===== src/rtl/instr_register_pkg.sv =====
// Shared types for the instruction register and its execution sequencer:
// 32-bit signed operands, 3-bit opcode enum, 5-bit slot address.
package instr_register_pkg;

    typedef logic signed [31:0] operand_t;
    typedef logic [4:0]         address_t;

    typedef enum logic [2:0] {
        ZERO  = 3'd0,
        PASSA = 3'd1,
        PASSB = 3'd2,
        ADD   = 3'd3,
        SUB   = 3'd4,
        MULT  = 3'd5,
        DIV   = 3'd6,
        MOD   = 3'd7
    } opcode_t;

    typedef struct packed {
        opcode_t  opc;
        operand_t op_a;
        operand_t op_b;
    } instruction_t;

endpackage


===== src/rtl/instr_exec_seq_if.sv =====
// Register-read and result-handshake bundle between the execution sequencer
// (master) and the instruction register / checker side (slave).
interface instr_exec_seq_if #(
    parameter int RES_W = 64
) ();
    import instr_register_pkg::*;

    address_t                 read_pointer;
    instruction_t             instruction_word;
    logic signed [RES_W-1:0]  result;
    opcode_t                  result_opc;
    logic                     result_valid;
    logic                     result_ready;
    logic                     div_err;

    modport master (
        output read_pointer,
        input  instruction_word,
        output result,
        output result_opc,
        output result_valid,
        input  result_ready,
        output div_err
    );

    modport slave (
        input  read_pointer,
        output instruction_word,
        input  result,
        input  result_opc,
        input  result_valid,
        output result_ready,
        input  div_err
    );

endinterface


===== src/rtl/instr_exec_seq.sv =====
// Execution sequencer: walks a slot range of the instruction register, executes
// each word and offers results over valid/ready. Define INSTR_EXEC_DIV_EN for a real divider.
module instr_exec_seq
    import instr_register_pkg::*;
#(
    parameter int DEPTH = 32,
    parameter int RES_W = 64
) (
    input  logic           clk,
    input  logic           reset_n,
    input  logic           start,
    input  address_t       first_addr,
    input  logic [5:0]     count,
    output logic           busy,
    output logic           done,
    instr_exec_seq_if.master bus
);

    typedef enum logic [2:0] {
        IDLE,
        FETCH,
        EXEC,
        OUT,
        DONE
    } state_t;

    state_t                   state;
    address_t                 ptr;
    address_t                 ptr_next;
    logic [5:0]               remaining;
    instruction_t             instr_q;

    logic signed [RES_W-1:0]  a_ext;
    logic signed [RES_W-1:0]  b_ext;
    logic signed [RES_W-1:0]  exec_res;
    logic                     exec_err;

    assign a_ext = {{(RES_W-32){instr_q.op_a[31]}}, instr_q.op_a};
    assign b_ext = {{(RES_W-32){instr_q.op_b[31]}}, instr_q.op_b};

    assign ptr_next = (ptr == address_t'(DEPTH-1)) ? '0 : ptr + 1'b1;

    always_comb begin
        // NOTE: defaults first so every path assigns both outputs; otherwise a latch is inferred.
        exec_res = '0;
        exec_err = 1'b0;
        case (instr_q.opc)
            ZERO:  exec_res = '0;
            PASSA: exec_res = a_ext;
            PASSB: exec_res = b_ext;
            ADD:   exec_res = a_ext + b_ext;
            SUB:   exec_res = a_ext - b_ext;
            MULT:  exec_res = a_ext * b_ext;
            DIV, MOD: begin
`ifdef INSTR_EXEC_DIV_EN
                if (b_ext == '0) begin
                    exec_err = 1'b1;
                end else if (instr_q.opc == DIV) begin
                    exec_res = a_ext / b_ext;
                end else begin
                    exec_res = a_ext % b_ext;
                end
`else
                exec_err = 1'b1;
`endif
            end
            default: begin
                exec_res = '0;
                exec_err = 1'b0;
            end
        endcase
    end

    // read_pointer is only reloaded on entry to FETCH so it holds during EXEC/OUT/DONE.
    always_ff @(posedge clk or negedge reset_n) begin
        if (!reset_n) begin
            state             <= IDLE;
            ptr               <= '0;
            remaining         <= '0;
            instr_q           <= '0;
            busy              <= 1'b0;
            done              <= 1'b0;
            bus.read_pointer  <= '0;
            bus.result        <= '0;
            bus.result_opc    <= ZERO;
            bus.result_valid  <= 1'b0;
            bus.div_err       <= 1'b0;
        end else begin
            // NOTE: non-blocking assignments so every register samples pre-edge values.
            case (state)
                IDLE: begin
                    if (start) begin
                        ptr       <= first_addr;
                        remaining <= count;
                        busy      <= 1'b1;
                        if (count == '0) begin
                            done  <= 1'b1;
                            state <= DONE;
                        end else begin
                            bus.read_pointer <= first_addr;
                            state            <= FETCH;
                        end
                    end
                end
                FETCH: begin
                    instr_q <= bus.instruction_word;
                    state   <= EXEC;
                end
                EXEC: begin
                    bus.result       <= exec_res;
                    bus.result_opc   <= instr_q.opc;
                    bus.div_err      <= exec_err;
                    bus.result_valid <= 1'b1;
                    state            <= OUT;
                end
                OUT: begin
                    if (bus.result_ready) begin
                        bus.result_valid <= 1'b0;
                        ptr              <= ptr_next;
                        remaining        <= remaining - 1'b1;
                        if (remaining > 6'd1) begin
                            bus.read_pointer <= ptr_next;
                            state            <= FETCH;
                        end else begin
                            done  <= 1'b1;
                            state <= DONE;
                        end
                    end
                end
                DONE: begin
                    done  <= 1'b0;
                    busy  <= 1'b0;
                    state <= IDLE;
                end
                default: state <= IDLE;
            endcase
        end
    end

endmodule


===== src/flat_wrapper.sv =====
// flat-port wrapper written by rule: the top's interface ports become plain ports
module instr_exec_seq_flat import instr_register_pkg::*;
#(
    parameter int DEPTH = 32,
    parameter int RES_W = 64
)
  (clk, reset_n, start, first_addr, count, busy, done, bus_read_pointer, bus_instruction_word, bus_result, bus_result_opc, bus_result_valid, bus_result_ready, bus_div_err);
  instr_exec_seq_if #(.RES_W(RES_W)) bus_i ();
  input  logic clk;
  input  logic reset_n;
  input  logic start;
  input  address_t first_addr;
  input  logic [5:0] count;
  output logic busy;
  output logic done;
  output wire logic [$bits(bus_i.read_pointer)-1:0] bus_read_pointer;
  input wire logic [$bits(bus_i.instruction_word)-1:0] bus_instruction_word;
  output wire logic [$bits(bus_i.result)-1:0] bus_result;
  output wire logic [$bits(bus_i.result_opc)-1:0] bus_result_opc;
  output wire logic [$bits(bus_i.result_valid)-1:0] bus_result_valid;
  input wire logic [$bits(bus_i.result_ready)-1:0] bus_result_ready;
  output wire logic [$bits(bus_i.div_err)-1:0] bus_div_err;
  assign bus_read_pointer = bus_i.read_pointer;
  assign bus_i.instruction_word = bus_instruction_word;
  assign bus_result = bus_i.result;
  assign bus_result_opc = bus_i.result_opc;
  assign bus_result_valid = bus_i.result_valid;
  assign bus_i.result_ready = bus_result_ready;
  assign bus_div_err = bus_i.div_err;
  instr_exec_seq #(.DEPTH(DEPTH), .RES_W(RES_W)) u_core (.clk(clk), .reset_n(reset_n), .start(start), .first_addr(first_addr), .count(count), .busy(busy), .done(done), .bus(bus_i));
endmodule

===== config.mk =====
export PLATFORM = sky130hd
export DESIGN_NAME = instr_exec_seq_flat
export DESIGN_NICKNAME = d
export VERILOG_FILES = /design/src/rtl/instr_register_pkg.sv /design/src/rtl/instr_exec_seq_if.sv /design/src/rtl/instr_exec_seq.sv /design/src/flat_wrapper.sv
export SDC_FILE = /design/constraint.sdc
export NUM_CORES = 2
export LEC_CHECK = 0
export BUFFER_PORTS_ARGS = -buffer_cell sky130_fd_sc_hd__buf_2
export CORE_MARGIN = 10
export CORE_UTILIZATION = 25
export CTS_BUF_LIST = sky130_fd_sc_hd__clkbuf_2 sky130_fd_sc_hd__clkbuf_4 sky130_fd_sc_hd__clkbuf_8
export CTS_CLUSTER_DIAMETER = 150
export CTS_CLUSTER_SIZE = 30
export DETAILED_ROUTE_END_ITERATION = 7
export GPL_TIMING_DRIVEN = 0
export SETUP_SLACK_MARGIN = 0.1
export SLEW_MARGIN = 10
export SYNTH_ARGS = -nofsm -noshare
export SYNTH_HDL_FRONTEND = slang
export SYNTH_SLANG_ARGS = --single-unit

===== constraint.sdc =====
create_clock -name clk -period 7.7 [get_ports clk]
set_input_delay 0 -clock clk [delete_from_list [all_inputs] [get_ports clk]]
set_output_delay 0 -clock clk [all_outputs]
set_load 0.02 [all_outputs]

* Yosys cells after proc, flatten, opt, wreduce, memory -nomap -nowiden
Index checks and enable logic that the tools add are counted.
Cells by class: add/subtract/negate cells 4, $mul 1, $lt $le $gt $ge 1, equal/unequal tests 18, mux-type cells 28, reductions and logical operators 13
Operators by type and width (number):
- $pmux W64 S5 | 1
- $mul A32 B32 Y64 | 1
- $mux W5 | 7
- $add A32 B32 Y33 | 1
- $sub A32 B32 Y33 | 1
- $pmux W5 S2 | 2
- $eq A3 B3 Y1 const B | 5
- $eq A3 B2 Y1 const B | 4
- $mux W3 | 4
- $mux W6 | 2
- $pmux W3 S4 | 1
- $pmux W6 S2 | 1
- $reduce_and A5 Y1 | 2
- $ne A2 B2 Y1 const B | 4
- $mux W1 | 7
- $eq A3 B1 Y1 const B | 2
- $gt A6 B1 Y1 const B | 1
- $logic_not A6 Y1 | 1
- $reduce_and A2 Y1 | 3
- $reduce_bool A2 Y1 | 3
- $sub A6 B1 Y6 const B | 1
- $add A5 B1 Y5 const B | 1
- $eq A5 B5 Y1 const B | 1
- $ne A2 B1 Y1 const B | 2
- 6 further kinds | 7
Storage, ports and cells: bits in registers 157, output and inout bits 76

* Longest topological paths before layout
word-level depth 5, mapped depth 29

* Worst setup path before layout
Ideal clock, no wire load.
path type register -> register, from register u_core.instr_q (netlist bit u_core.a_ext[31]), to register u_core.bus.result[60], library setup time 126 ps, arrival 8155 ps, path slack -581 ps, cell stages (with the launch flop) 29, buffers on the path 3, path through dfrtp_1 clkbuf_1 clkbuf_1 nand2_1 inv_1 fa_1 inv_1 fa_1 inv_1 fa_1 fa_1 inv_1 fa_1 inv_1 fa_1 inv_1 fa_1 inv_1 fa_1 ha_1 clkbuf_1 nand3_1 nor4_1 nand2_1 o31ai_1 a21oi_1 o21a_1 xnor2_1 a221o_1
On the way: longest elaborated chain between the ends 2, elaborated cells between the ends (all ways) 4, those cells by class 2 x add/sub; 1 x mul; 1 x mux
RTL lines:
- from (decl) | line instr_exec_seq.sv:31 | instruction_t instr_q;
- from (signal assigned) | line instr_exec_seq.sv:106 | instr_q <= bus.instruction_word;
- $mul A32 B32 Y64, or another cell as far along | line instr_exec_seq.sv:53 | MULT: exec_res = a_ext * b_ext;
- $pmux W64 S5 (*) | line instr_exec_seq.sv:47 | case (instr_q.opc)
- to (signal assigned) | line instr_exec_seq.sv:110 | bus.result <= exec_res;
- to (decl) | line instr_exec_seq_if.sv:19 | output result,
Mark *: on every way between the ends. The rest lies on a longest branch, timed or not. A chain may end at the register's enable or synchronous reset.

* Worst setup path after layout
from register u_core.instr_q (netlist bit u_core.a_ext[16]), to register u_core.bus.result[57]
Same word-level chain as after synthesis.

==> impl_metrics.toml <==
[cells_and_area]
fin_area_um2 = 58300
seq_area_um2 = 4040
drive_above_1_share = 0.196
fillers = 19100
area_growth_pct = 25.3
multiInputGateArea_um2 = 39100
instances_no_fill = 8132
fin_util = 0.315
finalNetCount = 7035

[timing]
fin_ws_ps = -380
worstMarginPinSlew_ps = 1290
slew_violations = 0
fin_crit_sh = 1.05
hold_violations = 0
skew_ps = 44.6
maxClockFrequency_mhz = 124
period_needed_ps = 8080
rsz0062_at_grt = "true"
hold_ws_ps = 116
slew-limit-headroom = 0.137
setup_viol = 24

[hold_path]
hold_class = "primary input to register"
hold_depth = 4

[cts]
cts_made_buffers = 17
cts_tree = "yes"
insertion_delay_ps = 650
clock-root-buffer = "clkbuf_8"
h-tree-depth = 4
clock-sinks = 157
clk_pin_slew_ps = 110
cts.path.max_buffers = 2

[grt]
grt_pass1_vias = 42600
grt_max_degree = 80
track_usage = 0.213
grt_pass1_wl_um = 314000
grt-ovfl-total = 0
antenna_found_initial = 33

[synthesis]
synth-edff-count = 0
yosys_warnings = 0
synth_area_um2 = 46500
yosysMostFrequentCell = "fa_1"
syn_nets = 6488
postSynth.asyncResetShare = 1.00
synth-seq-area-share = 0.0844
yosys_register_bits = 157
yosys-top-cells-count = "fa_1, inv_1, nand2_1"
synth_area_leader_cell = "fa_1"
avgSynthCellArea_um2 = 9.18
yosysTopAreaCellShare = 0.466
synth_ff_type = "dfrtp_1"
synth_area_leaders = "fa_1, dfrtp_1, inv_1"
syn_inst = 5069
synth_cell_types = 81

[die]
die_area_um2 = 204000
initial_core_util = 0.251
core_area_um2 = 185000
die_h_um = 451
io_pins = 158
die_w_um = 451
num_rows = 158

[placed_design]
place_inst = 7708
gp_congestion = 1.00
portBuffers = 157
placed_area_um2 = 50600
dpl.hpwl_um = 175000

[worst_setup_path]
critPathRequiredTime_ps = 8230
start_kind = "register"
crit_path_top_delay_cell = "fa_2"
critPathKind = "register to register"
worstSetupEndpointType = "register"
arrival_ps = 8610
rr_worst_depth = 26
critPathMaxStageDelay_ps = 570
cp_max_fo = 10
cp_common_cell = "fa_1"

[flow_run]
maxCapViolCount = 0

[route]
first_pass_iters = 5
via_count = 40300
drc = 0
ant_nets = 0
drtIter0Drc = 3903
viasPerCell = 4.95
wire_per_inst_um = 27.0
totalWireLength_um = 220000

[run_status]
status = "finished with violations"
violations = "setup timing"
through the flow:
stage / setup WS (ps) / TNS (ps)
CTS: -285 / -3610
finish: -380 / -4990
global route: -505 / -8200
global placement: -3750 / -102890
floorplan: 102 / 0
detailed placement: -3450 / -99040
kinds of logic (layout without fill, tap and decap cells):
| logic type | after synthesis | after routing | share of synthesized area |
|---|---|---|---|
| AOI/OAI and AO/OA | 676 | 676 | 0.0941 |
| xor gates and xnor gates | 83 | 83 | 0.0156 |
| adders and majority gates | 1337 | 1337 | 0.535 |
| buffers and inverters | 1317 | 1877 | 0.109 |
| DFF | 157 | 157 | 0.0844 |
| muxes | 46 | 46 | 0.0109 |
| other | 0 | 23 | 0 |
| and+or+nand+nor | 1453 | 1453 | 0.151 |
worst max-delay path: cells and delay by family (launching register included):
kind,cells,cell delay (ps)
adders and majority gates,9,4490
and+or+nand+nor,6,1270
AOI/OAI and AO/OA,5,850
buffers and inverters,6,810
DFF,1,550
metal layers:
metal,GRT usage,wire length (um)
met3,0.0565,22200
met1,0.274,87100
met2,0.322,95100
met4,0.119,15100
met5,0,0
layout make-up:
class	instances	area share
inverters	1024	0.0669
clock buffers	17	0.00401
diodes	23	0.000987
repair buffers	535	0.0751
multi-input cells	3595	0.671
plain buffers	286	0.0558
flip-flops and latches	157	0.0693
well taps	2480	0.0532
clock inverters	15	0.00341
flip-flops by register name, indices dropped and copies added (netlist names):
signal                   flops
u_core.ptr                   5
u_core.bus.result           64
u_core.state                 3
u_core.bus.result_valid      1
u_core.done                  1
u_core.instr_q               3
u_core.busy                  1
u_core.bus.read_pointer      5
u_core.remaining             6
u_core.bus.div_err           1
u_core.bus.result_opc        3
u_core.b_ext                32
u_core.a_ext                32
what timing repair did:
| item | 4_1_cts | 5_1_grt |
|---|---|---|
| hold endpoints to repair | 246 | 0 |
| pin swaps | 122 | 107 |
| buffers inserted | 235 | 53 |
| resized for setup | 868 | 180 |
| hold buffers | 85 | 0 |
| endpoints found under the setup margin | 52 | 45 |
| cloned | 6 | 3 |
path summary, 6_finish.rpt:
| kind | slack [ps] | endpoint | startpoint |
|---|---|---|---|
| min in group asynchronous | 400 | u_core.bus.result[29] | reset_n |
| setup reg to reg | -380 | u_core.bus.result[57] | u_core.a_ext[16] |
| max in group asynchronous | 6460 | u_core.a_ext[4] | reset_n |
| setup / recovery | -380 | u_core.bus.result[57] | u_core.a_ext[16] |
| hold reg to reg | 480 | u_core.bus.result[4] | u_core.bus.result[4] |
| hold / removal | 120 | u_core.b_ext[5] | bus_instruction_word[5] |
cell usage in the layout, fill, tap and decap left out, types with 95 or more instances in the layout:
cell type  Yosys  layout
fa_1        1084    1025
inv_1       1021     986
nand2_1      628     607
and2_1       469     462
buf_4          0     241
ha_1         253     211
buf_2          4     159
a21oi_1      180     154
nor2_1       172     153
o21ai_0      177     146
dfrtp_1      157      98
clkbuf_8       7      95
Power is left out: the tool's default activity adds up to more than one toggle a clock period on the data nets, which glitch-free logic cannot reach.
